[src/rtl/sram_arbiter_pkg.sv]
// Shared definitions for the SRAM arbiter: state encodings, default bus
// widths, strobe idle level and the wait-counter load helper.
package sram_arbiter_pkg;

    localparam int ADDR_W_DEF = 20;
    localparam int DATA_W_DEF = 8;

    // Width of the ACCESS wait down-counter (0..15 extra cycles).
    localparam int CNT_W = 4;

    // Active-low SRAM strobes rest at this level.
    localparam logic STROBE_OFF = 1'b1;

    // Last-granted pointer value after reset; 1 means port 0 wins the first tie.
    localparam logic PTR_RESET = 1'b1;

    typedef enum logic [1:0] {
        ST_IDLE   = 2'd0,
        ST_SETUP  = 2'd1,
        ST_ACCESS = 2'd2,
        ST_HOLD   = 2'd3
    } state_t;

    // Counter load value; out-of-range wait counts saturate at the counter maximum.
    function automatic logic [CNT_W-1:0] wait_load(input int wait_cycles);
        if (wait_cycles > (2**CNT_W) - 1) begin
            return '1;
        end
        return CNT_W'(wait_cycles);
    endfunction

endpackage

[src/rtl/sram_arbiter_rr_arb2.sv]
// Two-way request picker for the SRAM arbiter.
// Default: round-robin, a tie goes to the port that was not granted last.
// With SRAM_ARB_FIXED_PRI_EN defined, port 0 always wins a tie.
// A lone request is granted regardless of the pointer.
module sram_arbiter_rr_arb2
    import sram_arbiter_pkg::*;
(
    input  logic       clk,
    input  logic       reset_n,
    input  logic [1:0] req,
    input  logic       advance,
    output logic [1:0] grant
);

    // Index of the most recently granted port.
    logic       last_reg;
    // prefer[gi] set means port gi wins when both ports request.
    logic [1:0] prefer;

`ifdef SRAM_ARB_FIXED_PRI_EN
    assign prefer = 2'b01;
`else
    assign prefer = {~last_reg, last_reg};
`endif

    // Per-port grant: own request and either no competitor or tie preference.
    for (genvar gi = 0; gi < 2; gi++) begin : g_grant
        assign grant[gi] = req[gi] & (~req[1-gi] | prefer[gi]);
    end

    // Pointer moves only when a grant is actually taken by the sequencer.
    always_ff @(posedge clk) begin
        if (!reset_n) begin
            last_reg <= PTR_RESET;
        end else if (advance) begin
            last_reg <= grant[1];
        end
    end

endmodule

[src/rtl/sram_arbiter.sv]
// Two-port arbiter and access sequencer for an external async SRAM.
// One access at a time: IDLE -> SETUP -> ACCESS (WAIT_CYCLES+1) -> HOLD -> IDLE.
// All SRAM strobes, the address, write data and acks are registered.
// Build option: define SRAM_ARB_FIXED_PRI_EN for fixed port-0 priority on ties.
module sram_arbiter
    import sram_arbiter_pkg::*;
#(
    parameter int ADDR_W      = ADDR_W_DEF,
    parameter int DATA_W      = DATA_W_DEF,
    parameter int WAIT_CYCLES = 1
) (
    input  logic              i_clk,
    input  logic              i_reset_n,
    input  logic              i_req0,
    input  logic              i_req1,
    input  logic              i_we0,
    input  logic              i_we1,
    input  logic [ADDR_W-1:0] i_addr0,
    input  logic [ADDR_W-1:0] i_addr1,
    input  logic [DATA_W-1:0] i_wdata0,
    input  logic [DATA_W-1:0] i_wdata1,
    output logic              o_ack0,
    output logic              o_ack1,
    output logic [DATA_W-1:0] o_rdata,
    output logic              o_busy,
    output logic [ADDR_W-1:0] o_sram_addr,
    output logic [DATA_W-1:0] o_sram_dq_out,
    output logic              o_sram_dq_oe,
    input  logic [DATA_W-1:0] i_sram_dq_in,
    output logic              o_sram_ce_n,
    output logic              o_sram_oe_n,
    output logic              o_sram_we_n
);

    localparam logic [CNT_W-1:0] WAIT_LD = wait_load(WAIT_CYCLES);

    state_t            state_reg;
    logic [CNT_W-1:0]  cnt_reg;
    logic              gnt_port_reg;
    logic              we_reg;
    logic [ADDR_W-1:0] addr_reg;
    logic [DATA_W-1:0] wdata_reg;
    logic [DATA_W-1:0] rdata_reg;
    logic              ce_n_reg;
    logic              oe_n_reg;
    logic              we_n_reg;
    logic              dq_oe_reg;
    logic              busy_reg;
    logic [1:0]        ack_reg;

    logic [1:0]        req_vec;
    logic [1:0]        grant;
    logic              advance;
    logic              sel_we;
    logic [ADDR_W-1:0] sel_addr;
    logic [DATA_W-1:0] sel_wdata;

    assign req_vec = {i_req1, i_req0};
    // A grant is only consumed from IDLE; requests during an access wait.
    assign advance = (state_reg == ST_IDLE) && (req_vec != 2'b00);

    sram_arbiter_rr_arb2 u_arb (
        .clk     (i_clk),
        .reset_n (i_reset_n),
        .req     (req_vec),
        .advance (advance),
        .grant   (grant)
    );

    // Steer the winning port's command onto the latch inputs.
    always_comb begin
        sel_we    = i_we0;
        sel_addr  = i_addr0;
        sel_wdata = i_wdata0;
        if (grant[1]) begin
            sel_we    = i_we1;
            sel_addr  = i_addr1;
            sel_wdata = i_wdata1;
        end
    end

    // Access sequencer: state, wait counter, latched command and registered pin levels.
    always_ff @(posedge i_clk) begin
        if (!i_reset_n) begin
            state_reg    <= ST_IDLE;
            cnt_reg      <= '0;
            gnt_port_reg <= 1'b0;
            we_reg       <= 1'b0;
            addr_reg     <= '0;
            wdata_reg    <= '0;
            rdata_reg    <= '0;
            ce_n_reg     <= STROBE_OFF;
            oe_n_reg     <= STROBE_OFF;
            we_n_reg     <= STROBE_OFF;
            dq_oe_reg    <= 1'b0;
            busy_reg     <= 1'b0;
            ack_reg      <= 2'b00;
        end else begin
            case (state_reg)
                ST_IDLE: begin
                    if (advance) begin
                        state_reg    <= ST_SETUP;
                        gnt_port_reg <= grant[1];
                        we_reg       <= sel_we;
                        addr_reg     <= sel_addr;
                        wdata_reg    <= sel_wdata;
                        ce_n_reg     <= 1'b0;
                        // Reads enable the output buffer right away; writes
                        // drive the bus instead, so the two never overlap.
                        oe_n_reg     <= sel_we;
                        dq_oe_reg    <= sel_we;
                        we_n_reg     <= STROBE_OFF;
                        busy_reg     <= 1'b1;
                    end
                end
                ST_SETUP: begin
                    state_reg <= ST_ACCESS;
                    cnt_reg   <= WAIT_LD;
                    we_n_reg  <= ~we_reg;
                end
                ST_ACCESS: begin
                    if (cnt_reg == '0) begin
                        state_reg <= ST_HOLD;
                        we_n_reg  <= STROBE_OFF;
                        oe_n_reg  <= STROBE_OFF;
                        if (!we_reg) begin
                            rdata_reg <= i_sram_dq_in;
                        end
                        ack_reg <= gnt_port_reg ? 2'b10 : 2'b01;
                    end else begin
                        cnt_reg <= cnt_reg - 1'b1;
                    end
                end
                ST_HOLD: begin
                    // dq_oe stayed on through HOLD so write data outlives the WE rise.
                    state_reg <= ST_IDLE;
                    ce_n_reg  <= STROBE_OFF;
                    dq_oe_reg <= 1'b0;
                    busy_reg  <= 1'b0;
                    ack_reg   <= 2'b00;
                end
                default: begin
                    state_reg <= ST_IDLE;
                end
            endcase
        end
    end

    assign o_ack0        = ack_reg[0];
    assign o_ack1        = ack_reg[1];
    assign o_rdata       = rdata_reg;
    assign o_busy        = busy_reg;
    assign o_sram_addr   = addr_reg;
    assign o_sram_dq_out = wdata_reg;
    assign o_sram_dq_oe  = dq_oe_reg;
    assign o_sram_ce_n   = ce_n_reg;
    assign o_sram_oe_n   = oe_n_reg;
    assign o_sram_we_n   = we_n_reg;

endmodule
[config.mk]
export PLATFORM = sky130hd
export DESIGN_NAME = sram_arbiter
export DESIGN_NICKNAME = d
export VERILOG_FILES = /design/src/rtl/sram_arbiter_pkg.sv /design/src/rtl/sram_arbiter_rr_arb2.sv /design/src/rtl/sram_arbiter.sv
export SDC_FILE = /design/constraint.sdc
export NUM_CORES = 1
export LEC_CHECK = 0
export ABC_AREA = 0
export BUFFER_PORTS_ARGS = -buffer_cell sky130_fd_sc_hd__buf_2
export CAP_MARGIN = 0
export CORE_ASPECT_RATIO = 1.5
export CORE_MARGIN = 3
export CORE_UTILIZATION = 48
export CTS_BUF_LIST = sky130_fd_sc_hd__clkbuf_4 sky130_fd_sc_hd__clkbuf_8
export CTS_CLUSTER_SIZE = 30
export DETAILED_ROUTE_END_ITERATION = 10
export PLACE_DENSITY = 0.9
export SLEW_MARGIN = 20
export SYNTH_ARGS = -nofsm -noshare
export SYNTH_HDL_FRONTEND = slang
export SYNTH_SLANG_ARGS = --single-unit
[constraint.sdc]
create_clock -name i_clk -period 1.8 [get_ports i_clk]
set_input_delay 0.27 -clock i_clk [delete_from_list [all_inputs] [get_ports i_clk]]
set_output_delay 0.27 -clock i_clk [all_outputs]
set_load 0.005 [all_outputs]
### Yosys cells after proc, flatten, opt, wreduce, memory -nomap -nowiden

Index checks and enable logic that the tools add are counted.

* word-level logic and storage cells: 63
* flip-flop bits (word level): 52

* bitwise logic cells: 5
* add/subtract/negate cells: 1
* multiplexer cells: 20
* reduce and logical (&&, ||, !) cells: 17
* equal/unequal tests: 6

Operators by type and width (count)
* two-way mux 20 bit: 1
* AND reduction 2 bit: 5
* nonzero test 2 bit: 5
* AND reduction 3 bit: 3
* two-way mux 2 bit: 4
* two-way mux 8 bit: 1
* case mux 1 bit (2 select lines): 4
* case mux 2 bit (4 select lines): 1
* case mux 4 bit (2 select lines): 1
* != test 2 bit, second input constant: 3
* two-way mux 1 bit: 5
* equality test 2 bit, second input constant: 2
* zero test 4 bit: 1
* two-way mux 4 bit: 1
* case mux 2 bit (2 select lines): 1
* subtractor 4 x 1 -> 4 bit, second input constant: 1
* NOT 1 bit: 3
* case mux 1 bit (3 select lines): 1
* nonzero test 3 bit: 1
* equality test 2 x 1 -> 1 bit, second input constant: 1
* zero test 2 bit: 1
* bitwise AND 1 bit: 1
* logical AND 1 bit: 1
* bitwise OR 1 bit: 1

### Logic depth before layout (Yosys ltp)

* depth after elaboration: 6
* depth in mapped cells: 7
* depth with buffers taken out: 6

### Modules after synthesis

Synthesis repeated with hierarchy kept, for this count alone.

* cell total of the unflattened synthesis: 260
* area, all modules: 2371.0 µm²

By module, submodules not included
* sram_arbiter: sequential area each 1021.0 µm², cells an instance 253, instances 1, area an instance 2313.5 µm²
* sram_arbiter_rr_arb2: sequential area each 20.0 µm², cells an instance 7, instances 1, area an instance 57.6 µm²

### Least setup slack after synthesis

No wires, ideal clock.

* path kind: register to register
* start point: reg cnt_reg[0]
* end point: reg we_n_reg, in the netlist o_sram_we_n
* clock period less this slack: 1.582 ns
* stages on the path, launching flop included: 7
* slack: 0.218 ns
* data required time: 1.668 ns
* arrival: 1.450 ns
* cell sequence: dfxtp_1 -> inv_1 -> ha_1 -> or3b_1 -> a21oi_2 -> and4_1 -> o21ai_1

* word-level cells in the longest chain between the ends: 3

Ends and longest elaborated chain
* from (decl): RTL line sram_arbiter.sv:38 `logic [CNT_W-1:0] cnt_reg;`
* from (signal assigned): RTL line sram_arbiter.sv:131 `cnt_reg <= cnt_reg - 1'b1;`
* zero test 4 bit: RTL line sram_arbiter.sv:122 `if (cnt_reg == '0) begin`
* != test 2 bit (no source line)
* AND reduction 3 bit (no source line)
* to (signal assigned): RTL line sram_arbiter.sv:119 `we_n_reg <= ~we_reg;`
* to (decl): RTL line sram_arbiter.sv:46 `logic we_n_reg;`

No other way between the ends.
A chain may end at the register's enable or synchronous reset.

### Final worst setup path

Same ends and word-level chain as after synthesis.

==> metrics <==
clk_lat worst skew 310 ps; chip width 64.0 microns; root buf cell clkbuf_8; ant diodes 0; crit path time final 1740 ps; Post-synth EDFFs 0; top-count cell post-synth dfxtp_1; Routed WL 6040 microns; total number of vias 2188; Crit path largest cell delay 460 ps; Iteration-0 DRC Markers 114; full die area 0.00596 sq mm; Fmax achieved 0.576 GHz; Avg WL per Cell 14.3 microns; total power 4.44 mW; Syn Nets 321; critical path cell sequence inv_1, ha_2, or3b_1, a21oi_4, and4_1, o21ai_1; Distinct cells, synth 37; CTS tree yes; sequential area share after synthesis 0.429; Syn Area/Cell 9.90 sq um; Std-Cell Core Area 0.00485 sq mm; Setup violations, final 0; max FFs per register 20; GRT overflow 0; Main synth FF type dfxtp_1; first-pass GRT wire length 9930 microns; Area contributors post-synth dfxtp_1, mux2i_1, o211a_1; count of mapped cells out of synthesis 245; vias in the first global route 2248; MaxCap Viol Count 0; largest net degree at the start of global routing 53; Layout area overhead 34.2%; Inserted Clock Buffers 5; CTS H-tree lvls 2; outcome finished, final reports clean; Via density 5.17; post-DP HPWL 4580 microns; layout cells sized above 1 0.387; post-place instance area 0.00308 sq mm; crit path DAT 1930 ps; Die Y 93.1 microns; worst vdd ir 0.000920 V; Top Ports 113; FILL cells 395; Slew Limit Fails 0; cell family with most CP delay simple AND/OR/NAND/NOR gates; GPL Wtd Cong 0.814; Worst EP required 2000 ps; Static Leak 1.75 nW; Slew headroom 0.678; Tot GR Track Use 0.209; worst-path fanout max 6; Worst Max-Slew Pin Slew 478 ps; Crit. End Element flop; post-synth top area cell dfxtp_1; CP Buf/Inv Count 1; asr flop ratio synth 0; Seq cells post-synth 52; Fin Clk Skew 7.07 ps; clock transition at the registers of the reported paths 100 ps; antenna-violating nets left 0; Slowest-stage cell, CP or3b_1; period utilization 0.965; Hold Vio Cnt, Final 0; Std-Cell Rows 31; Post-Layout Inst Area 0.00325 sq mm; Post-synth top cells dfxtp_1, mux2i_1, nand2_1; synthesized area 0.00242 sq mm; clock sink total 52; Crit Path Class reg2reg; power per cell area 1360 mW/mm^2; Starting Density 0.500; drt pass-1 iters 4; Yosys top cell area share 0.429; CTS Buffer Depth 2; Startpoint Class flop; IO buf count 112; DRC 0; Hold Path Class in2reg; number of synthesis warnings 0; fin util 0.671; initial antenna violation count 0; final setup TNS 0 ps; nets 432
## logic make-up after synthesis
logic type                 after synthesis  synth area share
AOI/OAI and AO/OA                       54             0.181
and+or+nand+nor                         71             0.153
DFF                                     52             0.429
buffers and inverters                   23            0.0444
muxes                                   39             0.162
adders and majority gates                6            0.0310
## stage by stage
stage	setup WS, ps	std cells	hold slack, ps
after detailed placement	83.9	414	484
after CTS	74.1	422	207
final	63.3	423	213
after global routing	-19.5	423	219
after global placement	158	414	473
after floorplan	218	245	439
## final cells by class
type	instances	area, sq um	share of cell area
Timing Repair Buffer	121	666	0.205
Clock buffer	5	68.8	0.0212
Inverter	6	22.5	0.00692
Tap cell	66	82.6	0.0254
Multi-Input combinational cell	170	1300	0.401
Clock inverter	3	68.8	0.0212
Sequential cell	52	1040	0.320
## metal layers
layer | routed length, microns | track usage
met5 | 0 | 0
met4 | 98 | 0.0883
met3 | 420 | 0.0469
met2 | 3290 | 0.396
met1 | 2230 | 0.213
## tightest hold or removal path, stage by stage
cell	delay, ps
buf_2	80
mux2i_1	50
nor2b_1	90
## cells in the final DEF, fill, tap and decap left out, types with 6 or more instances in the layout
master | Yosys | final
a21oi_1 | 9 | 8
buf_2 | 2 | 112
buf_4 | 1 | 6
dfxtp_1 | 52 | 52
inv_1 | 6 | 6
mux2i_1 | 38 | 38
nand2_1 | 31 | 31
nor2_1 | 8 | 8
nor2b_1 | 16 | 16
o211a_1 | 28 | 28
o21ai_0 | 7 | 7
## path summary, 6_finish.rpt
path / slack [ps] / cells past startpoint / startpoint / to
max: 60 / 6 / cnt_reg[0]$_SDFFE_PN0P_ / o_sram_we_n$_SDFFE_PN1P_
min: 210 / 3 / i_sram_dq_in[3] / o_rdata[3]$_SDFFE_PN0P_
max reg2reg: 60 / 6 / cnt_reg[0]$_SDFFE_PN0P_ / o_sram_we_n$_SDFFE_PN1P_
min reg2reg: 510 / 1 / o_sram_addr[6]$_SDFFE_PN0P_ / o_sram_addr[6]$_SDFFE_PN0P_
## what timing repair did
action	in CTS	in global routing
setup endpoints to repair	0	4
gates resized for setup	0	4
hold buffers	0	0
buffers inserted	0	1
## power by group
group | leakage [nW] | switching [mW] | total (mW) | internal [mW]
Combinational | 1.25 | 0.912 | 1.78 | 0.866
Sequential | 0.429 | 0.203 | 1.69 | 1.49
Clock | 0.0687 | 0.411 | 0.970 | 0.560
(Power assumes the default switching activity.)
